$ cat config.mk
export PLATFORM = sky130hd
export DESIGN_NAME = wb_arbiter
export DESIGN_NICKNAME = d
export VERILOG_FILES = /design/src/rtl/wb_arbiter.sv
export SDC_FILE = /design/constraint.sdc
export NUM_CORES = 1
export LEC_CHECK = 0
export ABC_AREA = 1
export CORE_MARGIN = 2
export CORE_UTILIZATION = 55
export DETAILED_ROUTE_END_ITERATION = 6
export PLACE_DENSITY = 0.84
export SYNTH_ARGS = -nofsm -noshare
export SYNTH_HDL_FRONTEND = slang
export SYNTH_SLANG_ARGS = --single-unit
$ cat constraint.sdc
create_clock -name clk -period 4.3 [get_ports clk]
set_input_delay 0.86 -clock clk [delete_from_list [all_inputs] [get_ports clk]]
set_output_delay 0.86 -clock clk [all_outputs]
set_load 0.005 [all_outputs]
$ cat src/rtl/wb_arbiter.sv
// Writeback arbiter for the single register-file write port: ALU results take
// absolute priority, long-unit results drain in order through a small FIFO.
module wb_arbiter #(
    parameter int DATA_W     = 32,
    parameter int ADDR_W     = 5,
    parameter int FIFO_DEPTH = 4
) (
    input  logic                          clk,
    input  logic                          rst,
    input  logic                          alu_we,
    input  logic [ADDR_W-1:0]             alu_waddr,
    input  logic [DATA_W-1:0]             alu_wdata,
    input  logic                          lu_valid,
    output logic                          lu_ready,
    input  logic [ADDR_W-1:0]             lu_waddr,
    input  logic [DATA_W-1:0]             lu_wdata,
    input  logic                          iss_valid,
    input  logic [ADDR_W-1:0]             iss_addr,
    input  logic [ADDR_W-1:0]             chk_addr1,
    input  logic [ADDR_W-1:0]             chk_addr2,
    output logic                          chk_busy1,
    output logic                          chk_busy2,
    output logic                          we,
    output logic [ADDR_W-1:0]             waddr,
    output logic [DATA_W-1:0]             wdata,
    output logic [$clog2(FIFO_DEPTH):0]   fifo_cnt
);

    localparam int PTR_W = $clog2(FIFO_DEPTH);
    localparam int CNT_W = PTR_W + 1;
    localparam int NREG  = 2 ** ADDR_W;

    logic [ADDR_W-1:0] fifo_addr [FIFO_DEPTH];
    logic [DATA_W-1:0] fifo_data [FIFO_DEPTH];
    logic [PTR_W-1:0]  head;
    logic [PTR_W-1:0]  tail;
    logic [NREG-1:0]   pending;
    logic [NREG-1:0]   pending_nxt;

    logic              alu_sel;
    logic              fifo_ne;
    logic              lu_keep;
    logic              pop;
    logic              bypass;
    logic              push;
    logic              clr_en;
    logic [ADDR_W-1:0] clr_addr;

    always_comb begin
        lu_ready = !rst && (fifo_cnt < CNT_W'(FIFO_DEPTH));
        alu_sel  = alu_we && (alu_waddr != '0);
        fifo_ne  = (fifo_cnt != '0);
        // Results for r0 are accepted but neither buffered nor written.
        lu_keep  = lu_valid && lu_ready && (lu_waddr != '0);
        pop      = !alu_sel && fifo_ne;
        bypass   = !alu_sel && !fifo_ne && lu_keep;
        push     = lu_keep && !bypass;
    end

    always_comb begin
        clr_en   = 1'b0;
        clr_addr = '0;
        if (pop) begin
            clr_en   = 1'b1;
            clr_addr = fifo_addr[head];
        end else if (bypass) begin
            clr_en   = 1'b1;
            clr_addr = lu_waddr;
        end
        pending_nxt = pending;
        if (clr_en)
            pending_nxt[clr_addr] = 1'b0;
        // A same-cycle re-issue to the register being retired must stay pending.
        if (iss_valid && (iss_addr != '0))
            pending_nxt[iss_addr] = 1'b1;
        pending_nxt[0] = 1'b0;
    end

    assign chk_busy1 = pending[chk_addr1];
    assign chk_busy2 = pending[chk_addr2];

    always_ff @(posedge clk) begin
        if (rst) begin
            we       <= 1'b0;
            waddr    <= '0;
            wdata    <= '0;
            fifo_cnt <= '0;
            head     <= '0;
            tail     <= '0;
            pending  <= '0;
        end else begin
            we <= alu_sel || pop || bypass;
            if (alu_sel) begin
                waddr <= alu_waddr;
                wdata <= alu_wdata;
            end else if (pop) begin
                waddr <= fifo_addr[head];
                wdata <= fifo_data[head];
            end else if (bypass) begin
                waddr <= lu_waddr;
                wdata <= lu_wdata;
            end
            if (push)
                tail <= tail + PTR_W'(1);
            if (pop)
                head <= head + PTR_W'(1);
            case ({push, pop})
                2'b10:   fifo_cnt <= fifo_cnt + CNT_W'(1);
                2'b01:   fifo_cnt <= fifo_cnt - CNT_W'(1);
                default: fifo_cnt <= fifo_cnt;
            endcase
            pending <= pending_nxt;
        end
    end

    always_ff @(posedge clk) begin
        if (push) begin
            fifo_addr[tail] <= lu_waddr;
            fifo_data[tail] <= lu_wdata;
        end
    end

endmodule
==> results.toml, run 1 <==
[outcome]
status = "finished clean"

[cells_and_area]
nNetsFinal = 1243
syn_to_final_growth_pct = 24.3
regArea_um2 = 6010
drive_above_1_share_pct = 7.41
diodes = 0
multiInputGateArea_um2 = 3390
finish.utilization_pct = 70.2
fill_cells = 1198

[timing]
whs_ns = 0.463
maxSlewHeadroom_pct = 21.0
period_share_pct = 86.6
hold_viol = 0
rsz0062_at_grt = "no"
fmax_mhz = 268
setup_tns_ns = 0
setup_viol = 0
period_minus_slack_ns = 3.72
layout_setup_ws_ns = 0.575
drv_slew = 0
worst_pin_slew_ns = 1.18
fin_skew_ns = 0.0232

[synth]
syn_avg_cell_area_um2 = 9.60
ys_warn_count = 0
synthMuxAreaShare_pct = 0
synth-adder-area-share_pct = 0.842
synth-simple-area-share_pct = 15.6
ys_ff_latch = 226
synth_top_family_by_area = "compound AO/OA/AOI/OAI gates"
synth_cell_type_count = 32
synth-seq-area-share_pct = 61.3
syn_area_um2 = 9800
synthXorXnorAreaFrac_pct = 0.0894
postSynthCellCount = 1021
synth_compound_area_share_pct = 17.8
syn_nets = 1121

[setup_path]
worst_path_most_repeated_cell = "o21ai_0"
worstPathCellList = "clkdlybuf4s50_1, inv_1, a21oi_1, o21ai_0, nand3_1, o21ai_0, o21ai_0, o21a_1, clkdlybuf4s50_1"
reg2regPathDepth = 12
crit_required_ns = 3.44
cp.arrival_ns = 2.86
criticalPathCategory = "primary input to primary output"
rrSetupSlack_ns = 1.64
r2r_end = "fifo_cnt[2]"
start_kind = "primary input"
critPathMaxFanout = 9
worstSetupEndpointType = "primary output"
slowest_delay_ns = 0.61
cp_slowest_cell = "clkdlybuf4s50_1"
critPathBufInv = 3
cpLargestDelayFamily = "buffers and inverters"
regToRegStartpoint = "fifo_cnt[2]"

[hold_path]
hp-start = "pending[6]"
hold_path.class = "register to register"
min_path_cells = 2
worstHoldEndpoint = "pending[6]"

[global_routing]
grt_pass1_wl_um = 40500
grt_overflow = 0
grt_pass1_vias = 7902
grt_max_degree = 75
track_usage_pct = 27.7
antenna_found_initial = 0

[power]
power.density_nw_per_um2 = 538
vdd_drop_max_mv = 0.356
p_total_w = 0.00655
p_leak_nw = 4.21

[floorplanning]
pin_count = 138
die_w_um = 137
dieArea_um2 = 18900
rows = 48
fp.coreArea_um2 = 17400
die_height_um = 137
initial_core_util_pct = 56.5

[detailed_routing]
wl_um = 26200
first_iter_violations = 850
dr.pass1.iters = 5
drcViolationCount = 0
antenna_left = 0
via_per_inst = 5.99
post_drt_wl_per_cell_um = 18.9
via_count = 8302

[flow_run]
drv_cap = 0

[clock_tree]
cts_resized = 0
cts_made_buffers = 23
clkTransAtPathRegs_ns = 0.06
cts_tree = "yes"
worstSkewPairLatency_ns = 0.53
cts_max_level = 1
cts_num_sinks = 226
root_buffer = "clkbuf_16"
cts_setup_buffers = 0
cts-root-to-sink-buffers = 3
ctsHoldBuffers = 0

[placed_design]
pre_cts_ws_ns = 0.579
portBuffers = 137
gp_congestion = 0.930
dpl.hpwl_um = 16200
[layout make-up]
class                           instances  area share, %
Timing Repair Buffer                  152           12.4
Inverter                               50           1.54
Sequential cell                       226           49.3
Clock inverter                         13           1.57
Tap cell                              225           2.31
Multi-Input combinational cell        690           27.8
Clock buffer                           29           5.07
[worst max-delay path by stage]
stage / endpoint / cells past startpoint / start / slack [ns]
after floorplan: fifo_addr[0][0] / 7 / rst / 0.59
after global placement: chk_busy2 / 9 / chk_addr2[1] / 0.55
after detailed placement: chk_busy2 / 9 / chk_addr2[1] / 0.58
after CTS: chk_busy2 / 9 / chk_addr2[1] / 0.56
after global routing: chk_busy2 / 9 / chk_addr2[1] / 0.41
final: chk_busy2 / 9 / chk_addr2[1] / 0.58
[state kept, by name, indices dropped and copies added, names as in the netlist, 2 cells and up, named ones only]
| signal | flops |
|---|---|
| fifo_data | 128 |
| wdata | 32 |
| pending | 31 |
| fifo_addr | 20 |
| waddr | 5 |
| fifo_cnt | 3 |
| head | 2 |
| tail | 2 |
[synthesized netlist by cell type]
cell        n  area, µm²
xor2_1      1       8.76
nand2_1   173        649
nand2_2     8       50.1
nor2_4      3       33.8
nand4_1     3       18.8
clkinv_1    2       7.51
inv_1      44        165
buf_2      18       90.1
ha_1        5       62.6
o21a_1      2       15.0
dfxtp_1    78       1560
a41oi_1    10       87.6
o211ai_1    3       22.5
o21ai_0   176        881
clkbuf_1   34        128
nand3_2     2       20.0
fa_1        1       20.0
o22ai_1    34        213
edfxtp_1  148       4440
o21ai_1     9       45.0
nor3b_2     1       12.5
o221ai_1    7       61.3
o21ai_2     2       17.5
inv_2       4       15.0
buf_6       3       33.8
nor2_1    132        495
nor3_4      1       16.3
nor3_1      3       15.0
nor2_2      7       43.8
a31oi_1    26        163
a21oi_1    47        235
nand3_1    34        170
[kinds of logic after synthesis]
group | count (synthesis)
buffers and inverters | 105
AND/OR/NAND/NOR | 367
flip-flops | 226
XOR/XNOR | 1
adder cells (fa/ha/maj) | 6
AO/OA/AOI/OAI | 316
[metrics by stage]
| step | instance area (µm²) | cells |
|---|---|---|
| finish | 12200 | 1385 |
| floorplan | 9800 | 1021 |
| CTS | 12200 | 1385 |
| detailed placement | 11400 | 1343 |
| global placement | 11400 | 1343 |
| global route | 12200 | 1385 |
[report_power, final]
group | switching, W | internal (W) | total (W)
logic | 0.00111 | 0.000663 | 0.00178
registers | 0.000108 | 0.00254 | 0.00264
clock network | 0.000856 | 0.00127 | 0.00213
total | 0.00208 | 0.00447 | 0.00655
[per-layer routing]
| layer | global-route usage, % | vias to the layer above | wire (µm) |
|---|---|---|---|
| li1 | - | 3847 | - |
| met1 | 35.3 | 3943 | 10200 |
| met2 | 46.4 | 430 | 12800 |
| met3 | 4.97 | 82 | 2220 |
| met4 | 12.1 | 0 | 1040 |
| met5 | 0 | - | 0 |
[worst reg2reg max path: cells and delay by family, from the launching register on]
kind,cells,cell delay [ns]
simple gates,4,0.65
fa+ha+maj,2,0.61
buf+inv,3,0.51
flops,1,0.39
compound gates,2,0.24
xor+xnor,1,0.15
[placed cells by master, fill, tap and decap left out, types with 7 or more instances in the layout]
| cell type | n |
|---|---|
| a41oi_1 | 10 |
| nand2_1 | 173 |
| nand2_2 | 8 |
| o22ai_1 | 34 |
| o21ai_0 | 176 |
| edfxtp_1 | 148 |
| nand3_1 | 34 |
| o21ai_1 | 9 |
| o221ai_1 | 7 |
| nor2_2 | 7 |
| inv_1 | 43 |
| nor2_4 | 7 |
| buf_4 | 13 |
| a21oi_1 | 47 |
| clkbuf_16 | 23 |
| a31oi_1 | 26 |
| clkdlybuf4s50_1 | 137 |
| nor2_1 | 128 |
| dfxtp_1 | 77 |
Note: power is estimated with default switching activity, not from simulation.
==> inputs of run 2 (changes only) <==
--- a/config.mk
+++ b/config.mk
@@ -9,7 +9,7 @@
 export CORE_MARGIN = 2
 export CORE_UTILIZATION = 55
 export DETAILED_ROUTE_END_ITERATION = 6
-export PLACE_DENSITY = 0.84
+export PLACE_DENSITY = 0.8
 export SYNTH_ARGS = -nofsm -noshare
 export SYNTH_HDL_FRONTEND = slang
 export SYNTH_SLANG_ARGS = --single-unit
==> results.toml, run 2 (synthesis gave the netlist of run 1 again) <==
[timing]
fmax_mhz = 271
drv_slew = 0
setup_viol = 0
maxSlewHeadroom_pct = 18.4
hold_viol = 0
worst_pin_slew_ns = 1.22
period_share_pct = 85.8
layout_setup_ws_ns = 0.609
rsz0062_at_grt = "no"
whs_ns = 0.468
fin_skew_ns = 0.00933
setup_tns_ns = 0
period_minus_slack_ns = 3.69

[flow_run]
drv_cap = 0

[detailed_routing]
antenna_left = 0
drcViolationCount = 0
dr.pass1.iters = 5
first_iter_violations = 966
via_count = 8192
post_drt_wl_per_cell_um = 18.9
via_per_inst = 5.89
wl_um = 26300

[cells_and_area]
finalInstanceArea_um2 = 12100
finish.utilization_pct = 69.9
reg.largest.list = "fifo_data: 128 flops, wdata: 32 flops, pending: 31 flops"
fill_cells = 1272
drive_above_1_share_pct = 7.30
syn_to_final_growth_pct = 23.8
largest_register_ffs = 128
nNetsFinal = 1247
layout_commonest_cell = "o21ai_0"
mostFrequentLayoutCells = "o21ai_0 (176), nand2_1 (173), edfxtp_1 (148)"
regMostFlops = "fifo_data"

[clock_tree]
cts_made_buffers = 24
cts_max_level = 1
worstSkewPairLatency_ns = 0.53
ctsHoldBuffers = 0
cts_num_sinks = 226
cts-root-to-sink-buffers = 3
cts_setup_buffers = 0
cts_resized = 0
clkTransAtPathRegs_ns = 0.06
cts_tree = "yes"
root_buffer = "clkbuf_16"

[global_routing]
antenna_found_initial = 1
track_usage_pct = 27.8
grt_max_degree = 75
grt_overflow = 0
grt_pass1_wl_um = 40400
grt_pass1_vias = 7864

[setup_path]
slowest_delay_ns = 0.59
cp_slowest_cell = "clkdlybuf4s50_1"
critPathMaxFanout = 9
criticalPathCategory = "primary input to primary output"
cp.arrival_ns = 2.83
crit_required_ns = 3.44
worstPathCellList = "clkdlybuf4s50_1, inv_1, a21oi_1, o21ai_0, nand3_1, o21ai_0, o21ai_0, o21a_1, clkdlybuf4s50_1"
start_kind = "primary input"
worst_path_most_repeated_cell = "o21ai_0"
worstSetupEndpointType = "primary output"

[placed_design]
dpl.hpwl_um = 16600
gp_congestion = 0.931
portBuffers = 137
place_area_um2 = 11400
pre_cts_ws_ns = 0.639

[power]
pwr-share-clk_pct = 30.7
combPwrFrac_pct = 27.8
power_frac_seq_pct = 41.5
netSwitchingPower_w = 0.00206
vdd_drop_max_mv = 0.345
internal_power_w = 0.00433
switching_share_pct = 32.3
p_leak_nw = 4.20
power.density_nw_per_um2 = 527

[floorplanning]
pin_count = 138
fp.coreArea_um2 = 17400
dieArea_um2 = 18900
initial_core_util_pct = 56.5
rows = 48
die_w_um = 137
die_height_um = 137

[hold_path]
hold_path.class = "register to register"

[outcome]
status = "finished clean"
==> run 2: cell types whose count changed in the layout (fill, tap and decap cells not counted), sizes merged <==
| cell | change |
|---|---|
| inv | -1 |
| buf | +3 |
| clkinvlp | -2 |
| diode | +1 |
| bufinv | -3 |
| clkbuf | +3 |
| clkinv | +5 |
==> run 2: metrics by stage <==
step | total power, W | cells
2_1_floorplan | 0.00372 | 1021
3_3_place_gp | 0.00440 | 1346
3_5_place_dp | 0.00445 | 1346
4_1_cts | 0.00639 | 1390
5_1_grt | 0.00668 | 1391
6_report | 0.00639 | 1391
==> run 2: final timing paths <==
path / from / to / slack [ns] / cells past startpoint
worst max register to register: fifo_cnt[2] / fifo_cnt[2] / 1.64 / 12
worst min register to register: pending[4] / pending[4] / 0.47 / 2
worst max-delay path: chk_addr2[1] / chk_busy2 / 0.61 / 9
worst min-delay path: pending[4] / pending[4] / 0.47 / 2
==> run 2: worst max-delay path, delay by kind of cell <==
family | cells | cell delay (ns)
compound gates | 5 | 0.59
simple gates | 1 | 0.08
buf+inv | 3 | 1.28
==> run 2: power by group through the flow <==
stage | logic, W | clock network, W | registers [W]
5_1_grt | 0.00194 | 0.00207 | 0.00267
2_1_floorplan | 0.00104 | 0 | 0.00268
4_1_cts | 0.00177 | 0.00197 | 0.00265
3_3_place_gp | 0.00171 | 0 | 0.00269
3_5_place_dp | 0.00176 | 0 | 0.00269
6_report | 0.00178 | 0.00196 | 0.00265
==> run 2: per-layer routing <==
metal	vias to the layer above	GRT usage, %	wire (µm)
li1	3866	-	-
met1	3885	35.7	10300
met2	390	46.9	13200
met3	51	4.75	2150
met4	0	11.2	656
met5	-	0	0
==> run 2: cell type report <==
cell class	count	area, µm²	share of cell area, %
flip-flops and latches	226	6010	49.5
multi-input cells	690	3390	27.9
repair buffers	155	1520	12.5
clock buffers	32	641	5.28
well taps	225	282	2.32
inverters	50	188	1.55
clock inverters	12	113	0.928
diodes	1	2.50	0.0206
